File: src/rtl/quotient_bcd_converter.sv
// quotient_bcd_converter
//   Sequential double-dabble converter placed after the divider. It accepts a
//   WIDTH-bit quotient (or a divide-by-zero flag) and produces DIGITS packed
//   BCD digits. It performs one adjust-and-shift step per clock.
//
// Ports
//   clk          rising-edge clock
//   rst          asynchronous active-high reset
//   in_valid     upstream quotient valid
//   in_ready     converter can accept a quotient this cycle (IDLE, not in reset)
//   in_data      binary quotient, WIDTH bits
//   in_div_zero  divisor was zero; takes priority over in_data
//   out_valid    BCD result available (DONE)
//   out_ready    downstream accepts the result
//   bcd          packed BCD; digit k in bits [4k+3:4k], digit 0 least significant
//   out_err      result belongs to a divide-by-zero
//   busy         conversion in progress (SHIFT)

module quotient_bcd_converter #(
   parameter int WIDTH  = 8,
   parameter int DIGITS = 3
) (
   input  logic                  clk,
   input  logic                  rst,
   input  logic                  in_valid,
   output logic                  in_ready,
   input  logic [WIDTH-1:0]      in_data,
   input  logic                  in_div_zero,
   output logic                  out_valid,
   input  logic                  out_ready,
   output logic [4*DIGITS-1:0]   bcd,
   output logic                  out_err,
   output logic                  busy
);

   localparam int CNT_W = $clog2(WIDTH + 1);
   localparam int BCD_W = 4 * DIGITS;

   typedef enum logic [1:0] {
      IDLE  = 2'd0,
      SHIFT = 2'd1,
      DONE  = 2'd2
   } state_t;

   state_t             state_r;
   state_t             state_next_s;
   logic [WIDTH-1:0]   bin_r;
   logic [BCD_W-1:0]   acc_r;
   logic [BCD_W-1:0]   adj_s;
   logic [BCD_W-1:0]   acc_next_s;
   logic [BCD_W-1:0]   bcd_r;
   logic [CNT_W-1:0]   cnt_r;
   logic               err_r;
   logic               accept_s;
   logic               last_step_s;

   assign accept_s    = in_valid && in_ready;
   assign last_step_s = (cnt_r == CNT_W'(WIDTH - 1));
   assign bcd         = bcd_r;
   assign out_err     = err_r;

   // State register.
   always_ff @(posedge clk or posedge rst) begin
      if (rst) begin
         state_r <= IDLE;
      end else begin
         state_r <= state_next_s;
      end
   end

   // Next-state decode.
   always_comb begin
      state_next_s = state_r;
      case (state_r)
         IDLE: begin
            if (accept_s) begin
               // A zero divisor skips the conversion entirely.
               if (in_div_zero) begin
                  state_next_s = DONE;
               end else begin
                  state_next_s = SHIFT;
               end
            end else begin
               state_next_s = IDLE;
            end
         end
         SHIFT: begin
            if (last_step_s) begin
               state_next_s = DONE;
            end else begin
               state_next_s = SHIFT;
            end
         end
         DONE: begin
            if (out_ready) begin
               state_next_s = IDLE;
            end else begin
               state_next_s = DONE;
            end
         end
         default: state_next_s = IDLE;
      endcase
   end

   // Handshake and status outputs decoded from state.
   always_comb begin
      in_ready  = (state_r == IDLE) && !rst;
      busy      = (state_r == SHIFT);
      out_valid = (state_r == DONE);
   end

   // Double-dabble step: digits >= 5 get +3 (no inter-digit carry), then the
   // binary MSB shifts into digit 0 bit 0.
   always_comb begin
      adj_s = acc_r;
      for (int k = 0; k < DIGITS; k++) begin
         if (acc_r[4*k +: 4] >= 4'd5) begin
            adj_s[4*k +: 4] = acc_r[4*k +: 4] + 4'd3;
         end else begin
            adj_s[4*k +: 4] = acc_r[4*k +: 4];
         end
      end
      acc_next_s = {adj_s[BCD_W-2:0], bin_r[WIDTH-1]};
   end

   // Datapath registers. bcd_r is separate from the accumulator, so the
   // previous result stays on bcd while a new conversion runs.
   always_ff @(posedge clk or posedge rst) begin
      if (rst) begin
         bin_r <= {WIDTH{1'b0}};
         acc_r <= {BCD_W{1'b0}};
         cnt_r <= {CNT_W{1'b0}};
         bcd_r <= {BCD_W{1'b0}};
         err_r <= 1'b0;
      end else begin
         case (state_r)
            IDLE: begin
               if (accept_s) begin
                  if (in_div_zero) begin
                     bcd_r <= {BCD_W{1'b1}};
                     err_r <= 1'b1;
                  end else begin
                     bin_r <= in_data;
                     acc_r <= {BCD_W{1'b0}};
                     cnt_r <= {CNT_W{1'b0}};
                  end
               end
            end
            SHIFT: begin
               acc_r <= acc_next_s;
               bin_r <= bin_r << 1;
               cnt_r <= cnt_r + CNT_W'(1);
               if (last_step_s) begin
                  bcd_r <= acc_next_s;
                  err_r <= 1'b0;
               end
            end
            default: begin
               bin_r <= bin_r;
            end
         endcase
      end
   end

   quotient_bcd_converter_chk #(
      .WIDTH  (WIDTH),
      .DIGITS (DIGITS)
   ) u_chk (
      .clk       (clk),
      .rst       (rst),
      .in_ready  (in_ready),
      .busy      (busy),
      .out_valid (out_valid)
   );

endmodule

// quotient_bcd_converter_chk
//   Checks the DIGITS/WIDTH configuration and that the state-decoded
//   handshake outputs stay mutually exclusive.
// Ports: clk, rst, and the converter's in_ready, busy and out_valid.
module quotient_bcd_converter_chk #(
   parameter int WIDTH  = 8,
   parameter int DIGITS = 3
) (
   input logic clk,
   input logic rst,
   input logic in_ready,
   input logic busy,
   input logic out_valid
);

   // True when 10^DIGITS exceeds the largest WIDTH-bit quotient.
   function automatic bit cfg_ok(input int w, input int d);
      logic [127:0] p10;
      logic [127:0] maxv;
      p10 = 128'd1;
      for (int i = 0; i < d; i++) begin
         p10 = p10 * 128'd10;
      end
      maxv = (128'd1 << w) - 128'd1;
      return p10 > maxv;
   endfunction

   localparam bit CFG_OK = cfg_ok(WIDTH, DIGITS);

   a_cfg: assert property (@(posedge clk) disable iff (rst) CFG_OK)
      else $error("quotient_bcd_converter: DIGITS too small for WIDTH");

   a_onehot: assert property (@(posedge clk) disable iff (rst)
      !(busy && out_valid) && !(in_ready && (busy || out_valid)))
      else $error("quotient_bcd_converter: conflicting state outputs");

endmodule

File: config.mk
export PLATFORM = sky130hd
export DESIGN_NAME = quotient_bcd_converter
export DESIGN_NICKNAME = d
export VERILOG_FILES = /design/src/rtl/quotient_bcd_converter.sv
export SDC_FILE = /design/constraint.sdc
export NUM_CORES = 1
export LEC_CHECK = 0
export ABC_AREA = 1
export CELL_PAD_IN_SITES_DETAIL_PLACEMENT = 2
export CELL_PAD_IN_SITES_GLOBAL_PLACEMENT = 2
export CORE_ASPECT_RATIO = 1.4
export CORE_UTILIZATION = 31
export CTS_CLUSTER_SIZE = 8
export DETAILED_ROUTE_END_ITERATION = 8
export PLACE_DENSITY_LB_ADDON = 0.1
export SLEW_MARGIN = 15
export SYNTH_ARGS = -nofsm -noshare
export SYNTH_HDL_FRONTEND = slang
export SYNTH_SLANG_ARGS = --single-unit
File: constraint.sdc
create_clock -name clk -period 1.65 [get_ports clk]
set_clock_uncertainty 0.1 [all_clocks]
set_input_delay 0.495 -clock clk [delete_from_list [all_inputs] [get_ports clk]]
set_output_delay 0.495 -clock clk [all_outputs]
set_load 0.005 [all_outputs]
* Word level (Yosys, flattened, before mapping)
Index checks and enable logic that the tools add are counted.
Storage, ports and cells: bits in writable memories 0, memories 0, word-level logic and storage cells 52, bits in read-only memories 0, input bits 13, bits in registers 39, bits in latches 0, output and inout port bits 16
Operators by class: multiply operators 0, add/subtract/negate cells 4, magnitude comparators 3, equality and inequality tests 7, bitwise operators 0, div/mod/pow operators 0, multiplexer cells 25, shifts and indexed selects 0, reduce and logical (&&, ||, !) cells 7
Operators by type and width (number):
- 2-to-1 mux 12 bit | 5
- case mux 12 bit (2 select lines) | 2
- 2-to-1 mux 4 bit | 4
- 2-to-1 mux 8 bit | 2
- case mux 8 bit (2 select lines) | 1
- >= comparator 4 x 3 -> 1 bit (second input constant) | 3
- adder 4 x 2 -> 4 bit (second input constant) | 2
- 2-to-1 mux 2 bit | 4
- case mux 4 bit (2 select lines) | 1
- inequality test 2 bit (second input constant) | 3
- case mux 2 bit (3 select lines) | 1
- adder 4 x 1 -> 4 bit (second input constant) | 1
- equality test 4 x 3 -> 1 bit (second input constant) | 1
- AND reduction 4 bit | 1
- adder 3 x 2 -> 3 bit (second input constant) | 1
- 2-to-1 mux 1 bit | 3
- 2-to-1 mux 3 bit | 1
- AND reduction 3 bit | 1
- equality test 2 x 1 -> 1 bit (second input constant) | 1
- equality test 2 bit (second input constant) | 1
- logical AND 1 bit | 2
- zero test 2 bit | 1
- inequality test 2 x 1 -> 1 bit (second input constant) | 1
- case mux 1 bit (2 select lines) | 1
- other kinds (2) | 2

* Logic depth before layout (Yosys ltp)
word-level depth 5, depth in mapped cells 9

* Least setup slack after synthesis
OpenSTA, ideal clock, no wires.
path kind input-to-reg, start input rst, end register bcd_r[10] (netlist: bcd[10]), path slack -0.740 ns, stages on the path 7, required time 1.434 ns, path buffers 1, library setup time 0.116 ns, data arrival time 2.174 ns, cells stage by stage inv_1 -> nand3_1 -> nand2_4 -> nand3_2 -> buf_4 -> nand2_1 -> nand2_1
On the way: cells in the longest elaborated chain, start to end 5
RTL lines:
- start, declared | line 24 | input logic rst,
- zero test 1 bit (no source line)
- logical AND 1 bit | line 107 | in_ready = (state_r == IDLE) && !rst;
- logical AND 1 bit | line 57 | assign accept_s = in_valid && in_ready;
- inequality test 2 bit (no source line)
- AND reduction 4 bit (no source line)
- end signal, assigned | line 133 | bcd_r <= {BCD_W{1'b0}};
- end signal, assigned | line 140 | bcd_r <= {BCD_W{1'b1}};
- end signal, assigned | line 154 | bcd_r <= acc_next_s;
- end, declared | line 51 | logic [BCD_W-1:0] bcd_r;
Every way passes these cells. A chain may end at the register's enable or synchronous reset.

* Worst setup path after layout
start register state_r[0], end output in_ready
On the way: cells in the longest elaborated chain, start to end 2
RTL lines:
- start, declared | line 45 | state_t state_r;
- start signal, assigned | line 67 | state_r <= state_next_s;
- zero test 2 bit | line 107
- logical AND 1 bit | line 107
- end, declared | line 26 | output logic in_ready,
Every way passes these cells.

==> flow_summary.toml <==
[drt]
drt-vias-per-instance = 5.098
finalWirelength_um = 8600
detailedRoute.firstIterationViolations = 82
antenna_violating_nets_left = 0
wl_per_cell_um = 20.62
detail_route.drc_violations = 1
route.vias.total = 2126
firstDrtPassIters = 6

[placement]
port-buffer-count = 28
place.detailed.instances = 394
standard_cell_area_after_detailed_placement_um2 = 2601
preCtsSetupSlack_ns = -0.6694
place.detailed.hpwl_um = 4434
gpl.final_weighted_congestion = 0.7711

[run_status]
violations = "design-rule violations, negative setup slack"
run_status = "finished, violations left"

[clock_tree]
ctsLongestPathBuffers = 2
cts_root_buf = "clkbuf_8"
clk-insertion-delay-late_ns = 0.32
worst_setup_hold_path_clk_slew_ns = 0.09
number_of_buffers_created_by_cts = 5
cts_hold_repair.buffers = 0
cts.htree.levels = 2
cts_tree = "yes"
cts.sinks = 39

[logic_synthesis]
netlist_instances = 282
synth_area_um2 = 2087
synth_area_leaders = "dfrtp_1 (47%), nand2_1 (26%), nand3_1 (5.8%)"
syn_nets = 302
post_synthesis_sequential_area_ratio = 0.4676
synth_top_cell_by_area = "dfrtp_1"
synth_top_area_share = 0.4676
ys_seq_elements = 39
synth_warnings = 0
avgSynthCellArea_um2 = 7.401
ys_types = 22

[power_and_ir_drop]
switching_power_summed_over_all_nets_mw = 3.403
power.clock.fraction = 0.099
reported_leakage_power_nw = 1.639
seqPwrFrac = 0.269
intPower_mw = 3.597
power.switching_fraction = 0.4861
combPwrFrac = 0.633
power.ir.vdd_worst_mv = 0.9016
cellPowerDensity_nw_per_um2 = 2202

[worst_setup_path]
r2r.worst_path.cells = 9
cp_max_fo = 2
path_class = "reg -> out"
cp.required_ns = 1.05
rrSetupSlack_ns = -0.10
critical_path_arrival_ns = 1.19
worst_r2r_endpoint = "bcd[11]$_DFFE_PP0P_"
cp-end-kind = "primary output"
timing.critical_path.from_type = "flop"
r2r-start = "state_r[1]$_DFF_PP0_"

[die]
floorplan.initialDensity = 0.3198
design.die.area_um2 = 7069
design.core.area_um2 = 6525
die_h_um = 99.09
row_count = 35
ios = 29
dieWidth_um = 71.35

[timing]
period_minus_slack_ns = 1.782
max_slew.worst_pin.slew_ns = 0.5404
timing_hold_violations_final = 0
setup-violations-final = 34
timing_max_transition_violations_final = 0
period_share = 1.080
worst_slew_margin_rel = 0.6397
final.hold.worst_slack_ns = 0.3715
rsz0062_at_grt = "yes"
layout_setup_ws_ns = -0.1321
achievable-frequency_mhz = 561.1

[final_layout]
fin_nets = 362
layout-drive-gt1-share = 0.3557
instances_no_fill = 417
area_growth_syn_to_layout_pct = 52.28
antenna-diode-count = 0
final_area_um2 = 3178
fillCellCount = 726

[global_route]
grt_pass1_wl_um = 10800
grt_max_degree = 40
number_of_global_route_vias_before_repair = 2303
gr-usage-all-layers = 0.2008
grt_overflow_total = 0
number_of_antenna_violations_at_the_first_check_in_global_routing = 0

[worst_hold_path]
hold-path-endpoint = "bcd[1]$_DFFE_PP0P_"
min_delay_path_depth = 2
worst_hold_path_type = "reg -> reg"
hold_path.startpoint = "bcd[1]$_DFFE_PP0P_"

[run]
timing.max_cap.violations = 0
[cells in the final DEF (no fill, tap or decap), drive strengths merged]
cell	count
o21ai	12
or2	1
buf	33
o221ai	1
clkdlybuf4s50	11
clkinv	1
ha	7
nand3	25
xor2	1
clkbuf	10
nor2	7
nand4	7
inv	24
clkinvlp	1
nor3	1
dfrtp	39
nand2	148
dlygate4sd2	14
[critical path: stages, from the launching register on]
cell	delay (ns)
dfrtp_1	0.40
buf_6	0.14
nor3_4	0.18
buf_2	0.15
[cell usage after synthesis (all sizes together)]
| library cell | instances |
|---|---|
| or2 | 1 |
| nand4 | 7 |
| xor2 | 1 |
| o221ai | 1 |
| inv | 25 |
| dfrtp | 39 |
| buf | 7 |
| ha | 7 |
| nor3 | 1 |
| clkbuf | 1 |
| o21ai | 12 |
| nand2 | 148 |
| nor2 | 7 |
| nand3 | 25 |
[state kept, by name, summed over array words and instances, names as in the netlist]
name,cells
acc_r,12
bcd,12
bin_r,8
cnt_r,4
state_r,2
out_err,1
[cells by family (layout without fill, tap and decap cells)]
kind of cell,after synthesis,after routing,share of synthesized area
AO/OA/AOI/OAI,13,13,0.03297
XOR/XNOR,1,1,0.004197
adder cells (fa/ha/maj),7,7,0.04196
buffers and inverters,33,94,0.07014
flip-flops,39,39,0.4676
AND/OR/NAND/NOR,189,189,0.3831
[layer usage]
layer	part of all wire	track usage	wire length [um]	vias to the layer above
met5	0	0	0	-
met3	0.015	0.02556	129	17
li1	-	-	-	1003
met2	0.60	0.3780	5120	36
met1	0.36	0.2196	3071	1070
met4	0.032	0.08923	279	0
[power by group through the flow]
stage / Combinational, mW / Sequential, mW / Clock, mW
finish: 4.43 / 1.88 / 0.690
global route: 4.83 / 1.93 / 0.739
CTS: 3.21 / 1.76 / 0.678
detailed placement: 3.15 / 1.78 / 0
global placement: 3.02 / 1.77 / 0
floorplan: 1.86 / 1.71 / 0
[cell type report]
type,count,area [um2],share of cell area
Timing Repair Buffer,61,638.1,0.2008
Tap cell,74,92.59,0.02913
Sequential cell,39,978.4,0.3079
Inverter,25,102.6,0.03228
Multi-Input combinational cell,210,1285,0.4043
Clock inverter,1,5.005,0.001575
Clock buffer,7,76.32,0.02402
[how the worst max path moves through the flow]
stage / from / endpoint / slack, ns / depth (start not counted)
after floorplan: rst / bcd[7]$_DFFE_PP0P_ / -0.34 / 8
after global placement: rst / in_ready / -0.64 / 3
after detailed placement: rst / in_ready / -0.67 / 3
after CTS: state_r[1]$_DFF_PP0_ / in_ready / -0.12 / 3
after global routing: acc_r[0]$_DFFE_PP0P_ / bcd[4]$_DFFE_PP0P_ / -0.18 / 9
final: state_r[0]$_DFF_PP0_ / in_ready / -0.13 / 3
[timing repair]
item | CTS | global route
pin swaps | 4 | 26
cloned | 0 | 3
setup buffers | 8 | 4
endpoints found under the setup margin | 16 | 36
gates resized for setup | 36 | 98
[per-stage QoR]
stage	TNS [ns]	power [mW]	utilization
floorplan	-10.56	3.573	-
global placement	-8.014	4.792	0.3987
detailed placement	-10.44	4.934	0.3987
CTS	-0.1446	5.642	0.4207
global route	-4.040	7.501	0.4871
finish	-1.735	6.999	0.4871
(Power assumes the default switching activity.)
